--- config.mk ---
export PLATFORM = sky130hd
export DESIGN_NAME = inst_fetch
export DESIGN_NICKNAME = d
export VERILOG_FILES = /design/src/rtl/inst_fetch_pkg.sv /design/src/rtl/inst_queue.sv /design/src/rtl/inst_fetch.sv
export SDC_FILE = /design/constraint.sdc
export NUM_CORES = 1
export LEC_CHECK = 0
export CAP_MARGIN = 40
export CORE_MARGIN = 5
export CORE_UTILIZATION = 50
export DETAILED_ROUTE_END_ITERATION = 10
export HOLD_SLACK_MARGIN = 0.1
export PLACE_DENSITY = 0.91
export SETUP_SLACK_MARGIN = 0.05
export SLEW_MARGIN = 20
export SYNTH_ARGS = -nofsm -noshare
export SYNTH_HDL_FRONTEND = slang
export SYNTH_SLANG_ARGS = --single-unit
--- constraint.sdc ---
create_clock -name clk -period 4.07 [get_ports clk]
set_input_delay 0.407 -clock clk [delete_from_list [all_inputs] [get_ports clk]]
set_output_delay 0.407 -clock clk [all_outputs]
set_load 0.05 [all_outputs]
--- src/rtl/inst_fetch_pkg.sv ---
// Shared definitions for the instruction-fetch stage: FSM state encodings,
// program-counter width, default reset PC and the RAM2 address/value widths.
package inst_fetch_pkg;

    localparam int PC_W        = 16;
    localparam int MEM_ADDR_W  = 18;
    localparam int MEM_VALUE_W = 16;

    // 16'hFFFF is reserved: it is the RAM2 controller's done-tag after reset.
    localparam logic [PC_W-1:0] RESET_PC_DEFAULT = 16'h0000;

    typedef enum logic [1:0] {
        IDLE  = 2'd0,
        FETCH = 2'd1,
        DRAIN = 2'd2
    } fetch_state_e;

    // Sequential PC advance; wraps 16'hFFFF back to 16'h0000.
    function automatic logic [PC_W-1:0] next_pc(input logic [PC_W-1:0] pc);
        return pc + {{(PC_W-1){1'b0}}, 1'b1};
    endfunction

endpackage

--- src/rtl/inst_queue.sv ---
// Two-entry FIFO holding {pc, instruction} pairs between fetch capture and
// the decode-facing outputs. Only built when INST_QUEUE_EN is defined.
`ifdef INST_QUEUE_EN
module inst_queue #(
    parameter int W = 32
) (
    input  logic         clk,
    input  logic         rst,
    input  logic         push,
    input  logic         pop,
    input  logic         flush,
    input  logic [W-1:0] din,
    output logic [W-1:0] dout,
    output logic         full,
    output logic         empty
);

    logic [W-1:0] mem [2];
    logic         wr_ptr;
    logic         rd_ptr;
    logic [1:0]   count;
    logic         push_ok;
    logic         pop_ok;

    assign full    = (count == 2'd2);
    assign empty   = (count == 2'd0);
    assign push_ok = push && !full;
    assign pop_ok  = pop && !empty;
    assign dout    = mem[rd_ptr];

    // Storage, pointers and occupancy; flush empties the queue without
    // touching the stored words, which are unobservable once empty.
    always_ff @(posedge clk) begin
        if (rst) begin
            mem[0] <= '0;
            mem[1] <= '0;
            wr_ptr <= 1'b0;
            rd_ptr <= 1'b0;
            count  <= 2'd0;
        end else if (flush) begin
            wr_ptr <= 1'b0;
            rd_ptr <= 1'b0;
            count  <= 2'd0;
        end else begin
            if (push_ok) begin
                mem[wr_ptr] <= din;
                wr_ptr      <= ~wr_ptr;
            end
            if (pop_ok) begin
                rd_ptr <= ~rd_ptr;
            end
            count <= count + {1'b0, push_ok} - {1'b0, pop_ok};
        end
    end

endmodule
`endif

--- src/rtl/inst_fetch.sv ---
// Instruction-fetch stage in front of the RAM2 controller. Owns the PC,
// issues instruction reads and hands one instruction per accepted fetch to
// decode. The PC is never changed while a RAM2 read may still be in flight.
// Optional build macro: INST_QUEUE_EN adds a 2-entry output FIFO so fetch
// keeps running while decode stalls.
module inst_fetch
    import inst_fetch_pkg::*;
#(
    parameter int              ADDR_W   = MEM_ADDR_W,
    parameter int              DATA_W   = MEM_VALUE_W,
    parameter logic [PC_W-1:0] RESET_PC = RESET_PC_DEFAULT
) (
    input  logic              clk,
    input  logic              rst,
    input  logic              mem_done,
    input  logic [DATA_W-1:0] mem_data,
    output logic              mem_req,
    output logic [ADDR_W-1:0] mem_addr,
    input  logic              stall,
    input  logic              redirect,
    input  logic [PC_W-1:0]   redirect_pc,
    output logic              inst_valid,
    output logic [DATA_W-1:0] inst,
    output logic [PC_W-1:0]   inst_pc,
    output logic [PC_W-1:0]   pc_out
);

    fetch_state_e    state;
    logic [PC_W-1:0] pc;
    logic [PC_W-1:0] pending;
    logic            slot_free;
    logic            capture;

    assign mem_req  = (state != IDLE);
    assign mem_addr = {{(ADDR_W-PC_W){1'b0}}, pc};
    assign pc_out   = pc;

    // A redirect always suppresses capture so the flushed path is never loaded.
    assign capture = (state == FETCH) && mem_done && !redirect && slot_free;

    // Fetch FSM: PC advance, redirect handling and in-flight read draining.
    always_ff @(posedge clk) begin
        if (rst) begin
            state   <= IDLE;
            pc      <= RESET_PC;
            pending <= RESET_PC;
        end else begin
            case (state)
                IDLE: begin
                    state <= FETCH;
                    if (redirect) begin
                        pc <= redirect_pc;
                    end
                end
                FETCH: begin
                    if (redirect) begin
                        if (mem_done) begin
                            pc <= redirect_pc;
                        end else begin
                            pending <= redirect_pc;
                            state   <= DRAIN;
                        end
                    end else if (capture) begin
                        pc <= next_pc(pc);
                    end
                end
                DRAIN: begin
                    if (mem_done) begin
                        pc    <= redirect ? redirect_pc : pending;
                        state <= FETCH;
                    end else if (redirect) begin
                        pending <= redirect_pc;
                    end
                end
                default: begin
                    state <= IDLE;
                end
            endcase
        end
    end

`ifdef INST_QUEUE_EN
    logic                   q_full;
    logic                   q_empty;
    logic                   q_pop;
    logic [PC_W+DATA_W-1:0] q_head;

    assign slot_free  = !q_full;
    assign q_pop      = !q_empty && !stall && !redirect;
    assign inst_valid = !q_empty;
    assign inst_pc    = q_head[PC_W+DATA_W-1:DATA_W];
    assign inst       = q_head[DATA_W-1:0];

    inst_queue #(
        .W(PC_W + DATA_W)
    ) u_queue (
        .clk   (clk),
        .rst   (rst),
        .push  (capture),
        .pop   (q_pop),
        .flush (redirect),
        .din   ({pc, mem_data}),
        .dout  (q_head),
        .full  (q_full),
        .empty (q_empty)
    );
`else
    assign slot_free = !inst_valid || !stall;

    // Single output register: load on capture, drop once decode takes it.
    always_ff @(posedge clk) begin
        if (rst) begin
            inst_valid <= 1'b0;
            inst       <= '0;
            inst_pc    <= '0;
        end else if (redirect) begin
            inst_valid <= 1'b0;
        end else if (capture) begin
            inst       <= mem_data;
            inst_pc    <= pc;
            inst_valid <= 1'b1;
        end else if (!stall) begin
            inst_valid <= 1'b0;
        end
    end
`endif

endmodule
==> flow_summary.json, run 1 <==
{
  "dpl_cell_area_um2": 4175,
  "io_buffer_count": 102,
  "area_delta_synth_final_pct": 30.66,
  "post_cts.repair.setup_buffers": 0,
  "crit_fanout": 4,
  "synth_ff_type": "dfxtp_1",
  "yosys.area.top_type_share_pct": 40.03,
  "grt_max_degree": 65,
  "ys_top_cells_by_area": "dfxtp_1 40%, nand2_1 13%, a21oi_1 9.3%, buf_4 4.7%, o21ai_0 2.7%",
  "crit_family": "buffers and inverters",
  "die_area_um2": 8438,
  "final_cell_mix": "112 x nand2_1, 101 x clkdlybuf4s50_1, 67 x dfxtp_1",
  "critPathBufInv": 3,
  "max_stage_delay_ns": 0.80,
  "nets": 548,
  "clkSlewWorstSetupHoldPaths_ns": 0.07,
  "whs_ns": 0.4531,
  "cp_common_cell": "inv_1",
  "clockRootBuffer": "clkbuf_8",
  "clockBufferDepth": 2,
  "worstReg2RegEnd": "inst[4]",
  "drt_iter0_markers": 515,
  "grt_pass1_vias": 3012,
  "final_common_cell": "nand2_1",
  "firstDrtPassIters": 7,
  "crit_chain": "inv_1 > ha_1 > inv_1 > clkdlybuf4s50_1",
  "yosysSeqAreaShare_pct": 40.03,
  "synthCells": 433,
  "p_leak_uw": 0.001492,
  "ys_warn_count": 0,
  "core_area_um2": 6422,
  "ctsResizeCount": 0,
  "ys_async_sr_fraction_pct": 0,
  "grt_usage_pct": 21.27,
  "grt_setup_unrepaired": "no",
  "min_to": "inst_pc[7]",
  "vdd_drop_max_uv": 313.9,
  "min_from": "inst_pc[7]",
  "hold_viol": 0,
  "period_minus_slack_ns": 2.311,
  "arrival_ns": 1.90,
  "worst_setup_path_start_kind": "flip-flop",
  "clock.fmax_mhz": 432.7,
  "fin_setup_tns_ns": 0,
  "routed_via_density": 5.790,
  "start_util_pct": 52.17,
  "hold_path_depth": 2,
  "cts.htree.levels": 3,
  "num_io_pins": 105,
  "fin_skew_ns": 0.007866,
  "p_per_area_nw_per_um2": 737.0,
  "final_cell_area_um2": 4378,
  "clock_sinks": 67,
  "antenna_found_initial": 0,
  "finalPower_uw": 3226,
  "syn-cell-area_um2": 3351,
  "maxSlewHeadroom_pct": 56.50,
  "place_hpwl_mm": 6.484,
  "period_share_pct": 56.78,
  "syn_area_per_cell_um2": 7.738,
  "n_antenna_cell": 0,
  "synth_edf_count": 0,
  "crit_type": "reg -> out",
  "worstPathRequired_ns": 3.66,
  "dp.cells": 570,
  "drv_cap": 0,
  "maxSlewViolCount": 0,
  "rr_startpoint": "state[1]",
  "rrSetupSlack_ns": 1.78,
  "wl_per_cell_um": 15.61,
  "yosys.cell_types.count": 52,
  "numCtsBuffers": 9,
  "routed_wl_mm": 9.164,
  "worst_pin_slew_ns": 0.6504,
  "stdcell_count": 587,
  "drive_above_1_share_pct": 4.706,
  "grt_overflow": 0,
  "fillerInstances": 523,
  "yosysTopAreaCell": "dfxtp_1",
  "cts_hold_buf": 0,
  "r2r_cells": 7,
  "setup_viol": 0,
  "cts_tree": "built",
  "vias": 3399,
  "clk_latency_ns": 0.34,
  "hold_class": "reg -> reg",
  "cpMaxStageDelayCell": "clkdlybuf4s50_1",
  "die_width_um": 91.86,
  "grt_pass1_wl_mm": 14.81,
  "ant_nets": 0,
  "cp-end-kind": "output pin",
  "placementRows": 29,
  "run_status": "complete, no violations",
  "dieHeight_um": 91.86,
  "synth-seq-cells": 67,
  "gp_congestion": 0.9405,
  "drc": 0
}
[logic make-up (layout without fill, tap and decap cells)]
kind of cell               count (synthesis)  count (layout)  share of synthesized area [%]
AOI/OAI and AO/OA                        121             121                          21.96
muxes                                      2               2                         0.5975
buffers and inverters                     57             133                          10.72
xor gates and xnor gates                   4               4                          1.046
DFF                                       67              67                          40.03
other                                      1               2                         0.1119
adders and majority gates                  6               6                          2.240
and+or+nand+nor                          175             175                          23.30
[area by class of cell]
| class | count | area [um^2] | area share, % |
|---|---|---|---|
| inverter | 10 | 37.54 | 0.8574 |
| timing repair buffer | 107 | 1054 | 24.06 |
| clock inverter | 4 | 50.05 | 1.143 |
| tap | 77 | 96.34 | 2.201 |
| sequential | 67 | 1341 | 30.64 |
| multi-input combinational | 310 | 1654 | 37.78 |
| clock buffer | 12 | 145.1 | 3.315 |
[Yosys cell counts, types with 4 or more instances]
cell type  instances
nand3_1            4
dfxtp_1           67
nand2_1          112
o21ai_0           18
nand4_1            4
a31oi_1            8
nor2_1            21
nor2b_1            6
buf_4             21
a21oi_1           62
clkbuf_1          13
nor4_1             4
inv_1              9
nor3_1             7
clkbuf_8           5
a221oi_1           9
buf_2              6
ha_1               6
[layer usage]
| layer | global-route usage, % | routed length [um] | part of all wire [%] | up-vias |
|---|---|---|---|---|
| li1 | - | - | - | 1637 |
| met1 | 27.81 | 3737 | 41 | 1544 |
| met2 | 34.00 | 4381 | 48 | 205 |
| met3 | 5.565 | 935 | 10 | 13 |
| met4 | 7.550 | 110 | 1.2 | 0 |
| met5 | 0 | 0 | 0 | - |
[report_power, final]
group	internal (uW)	switching, uW	leakage (uW)
Combinational	561	1150	0.000855
Sequential	772	192	0.000545
Clock	299	249	0.0000926
[metrics by stage]
stage / setup WS (ns) / util, %
2_1_floorplan: 1.943 / -
3_3_place_gp: 1.523 / 65.01
3_5_place_dp: 1.390 / 65.01
4_1_cts: 1.736 / 68.05
5_1_grt: 1.574 / 68.17
6_report: 1.759 / 68.17
[worst reg2reg max path: cells and delay by family, from the launching register on]
family / cells / cell delay, ns
buf+inv: 2 / 0.42
fa+ha+maj: 1 / 0.48
compound gates: 1 / 0.14
simple gates: 3 / 0.86
flops: 1 / 0.33
[flip-flops by register name, summed over array words and instances (netlist names)]
register    count
pc_out         16
pending        16
inst_pc        16
inst           16
inst_valid      1
state           2
[worst max-delay path by stage]
| stage | slack [ns] | depth (start not counted) | end | start |
|---|---|---|---|---|
| floorplan | 1.94 | 6 | pc_out[10] | pc_out[0] |
| CTS | 1.74 | 4 | mem_req | state[0] |
| global placement | 1.52 | 5 | pending[4] | redirect |
| finish | 1.76 | 4 | mem_req | state[0] |
| global route | 1.57 | 7 | inst[4] | state[1] |
| detailed placement | 1.39 | 5 | pending[2] | redirect |
Note: power is estimated with default switching activity, not from simulation.
==> run 2: changes to the inputs <==
--- a/config.mk
+++ b/config.mk
@@ -7,10 +7,10 @@
 export LEC_CHECK = 0
 export CAP_MARGIN = 40
 export CORE_MARGIN = 5
-export CORE_UTILIZATION = 50
+export CORE_UTILIZATION = 47
 export DETAILED_ROUTE_END_ITERATION = 10
 export HOLD_SLACK_MARGIN = 0.1
-export PLACE_DENSITY = 0.91
+export PLACE_DENSITY = 0.87
 export SETUP_SLACK_MARGIN = 0.05
 export SLEW_MARGIN = 20
 export SYNTH_ARGS = -nofsm -noshare
==> constraint.sdc (replaced) <==
create_clock -name clk -period 2.3 [get_ports clk]
set_input_delay 0.23 -clock clk [delete_from_list [all_inputs] [get_ports clk]]
set_output_delay 0.23 -clock clk [all_outputs]
set_load 0.05 [all_outputs]
==> flow_summary.json, run 2 (synthesized netlist as in run 1, its figures left out) <==
{
  "grt_usage_pct": 22.21,
  "setup_viol": 0,
  "cp_common_cell": "a21oi_1",
  "routed_wl_mm": 10.04,
  "vdd_drop_max_uv": 598.9,
  "crit_fanout": 9,
  "max_stage_delay_ns": 0.52,
  "maxSlewViolCount": 0,
  "worst_pin_slew_ns": 0.5934,
  "period_share_pct": 91.90,
  "arrival_ns": 2.39,
  "routed_via_density": 5.549,
  "fin_setup_tns_ns": 0,
  "worst_setup_path_start_kind": "flip-flop",
  "clockBufferDepth": 2,
  "nets": 556,
  "n_antenna_cell": 0,
  "placementRows": 30,
  "area_delta_synth_final_pct": 33.68,
  "drc": 0,
  "maxSlewHeadroom_pct": 60.44,
  "ant_nets": 0,
  "hold_viol": 0,
  "place_hpwl_mm": 7.318,
  "crit_chain": "ha_1 > nand3_2 > or4_1 > a21oi_1 > o221ai_1 > a21oi_1",
  "final_util_pct": 65.21,
  "io_buffer_count": 102,
  "min_from": "rst",
  "run_status": "complete, no violations",
  "crit_family": "simple AND/OR/NAND/NOR gates",
  "stdcell_count": 614,
  "cts.htree.levels": 3,
  "grt_pass1_wl_mm": 15.60,
  "firstDrtPassIters": 5,
  "core_area_um2": 6869,
  "grt_overflow": 0,
  "grt_max_degree": 33,
  "clockRootBuffer": "clkbuf_8",
  "worstPathRequired_ns": 2.58,
  "worstSetupStartpoint": "pc_out[1]",
  "drv_cap": 0,
  "wl_per_cell_um": 16.35,
  "clock_sinks": 67,
  "vias": 3407,
  "cts_tree": "built",
  "grt_pass1_vias": 3169,
  "p_leak_uw": 0.001552,
  "period_minus_slack_ns": 2.114,
  "die_area_um2": 8918,
  "final_common_cell": "nand2_1",
  "cpMaxStageDelayCell": "or4_1",
  "num_io_pins": 105,
  "crit_type": "reg -> reg",
  "start_util_pct": 48.78,
  "dp.cells": 598,
  "fin_ws_ns": 0.1862,
  "numCtsBuffers": 9,
  "rr_startpoint": "pc_out[1]",
  "clkSlewWorstSetupHoldPaths_ns": 0.08,
  "clk_latency_ns": 0.34,
  "dpl_cell_area_um2": 4267,
  "critPathBufInv": 0,
  "fin_skew_ns": 0.008099,
  "post-place-ws_ns": 0.1569,
  "drive_above_1_share_pct": 7.143,
  "cp-end-kind": "flip-flop",
  "drt_iter0_markers": 344,
  "final_cell_mix": "112 x nand2_1, 100 x clkdlybuf4s50_1, 66 x dfxtp_1",
  "gp_congestion": 0.9164,
  "die_width_um": 94.44,
  "dieHeight_um": 94.44,
  "hold_class": "in -> reg",
  "p_per_area_nw_per_um2": 1307,
  "rrSetupSlack_ns": 0.19,
  "clock.fmax_mhz": 473.1,
  "grt_setup_unrepaired": "no",
  "antenna_found_initial": 0,
  "final_cell_area_um2": 4479
}
run 2: cell types whose count changed in the layout (fill, tap and decap cells not counted), sizes merged:
| cell | before | now |
|---|---|---|
| dlymetal6s2s | 0 | 1 |
| inv | 9 | 10 |
| buf | 6 | 14 |
| clkdlybuf4s50 | 101 | 100 |
| clkinv | 2 | 4 |
| clkinvlp | 2 | 1 |
| clkbuf | 12 | 10 |
run 2: worst register-to-register path: cells and delay by family (launching register included):
family | cells | cell delay (ns)
fa+ha+maj | 1 | 0.26
compound gates | 3 | 0.61
flops | 1 | 0.47
simple gates | 2 | 0.71
run 2: where the power goes:
group / internal [uW] / switching [uW]
logic: 1060 / 2100
registers: 1370 / 359
clock network: 503 / 468
run 2: layer usage:
metal  vias to the layer above  GRT usage [%]  share of wire (%)
met4                         0          8.424                2.1
li1                       1648              -                  -
met3                        22          4.781                8.2
met1                      1558          28.15                 42
met5                         -              0                  0
met2                       179          36.94                 48
run 2: timing repair:
| action | CTS | global route |
|---|---|---|
| hold buffers | 0 | 0 |
| endpoints found under the setup margin | 0 | 37 |
| buffers inserted | 0 | 0 |
| gates resized for setup | 0 | 6 |
run 2: worst paths after layout:
check | endpoint | depth (start not counted)
setup reg to reg | pc_out[12] | 6
hold / removal | inst[2] | 2
setup / recovery | pc_out[12] | 6
hold reg to reg | pending[5] | 2
run 2: layout make-up:
class	instances	area, um^2
clock buffers	10	127.6
clock inverters	6	65.06
fillers	618	2390
inverters	10	37.54
multi-input cells	310	1670
flip-flops and latches	67	1343
well taps	96	120.1
repair buffers	115	1116
run 2: metrics by stage:
step	power [uW]	hold WS (ns)
detailed placement	4824	0.4445
global route	6135	0.2973
global placement	4763	0.4390
floorplan	4004	0.3633
CTS	5805	0.2743
finish	5853	0.2854
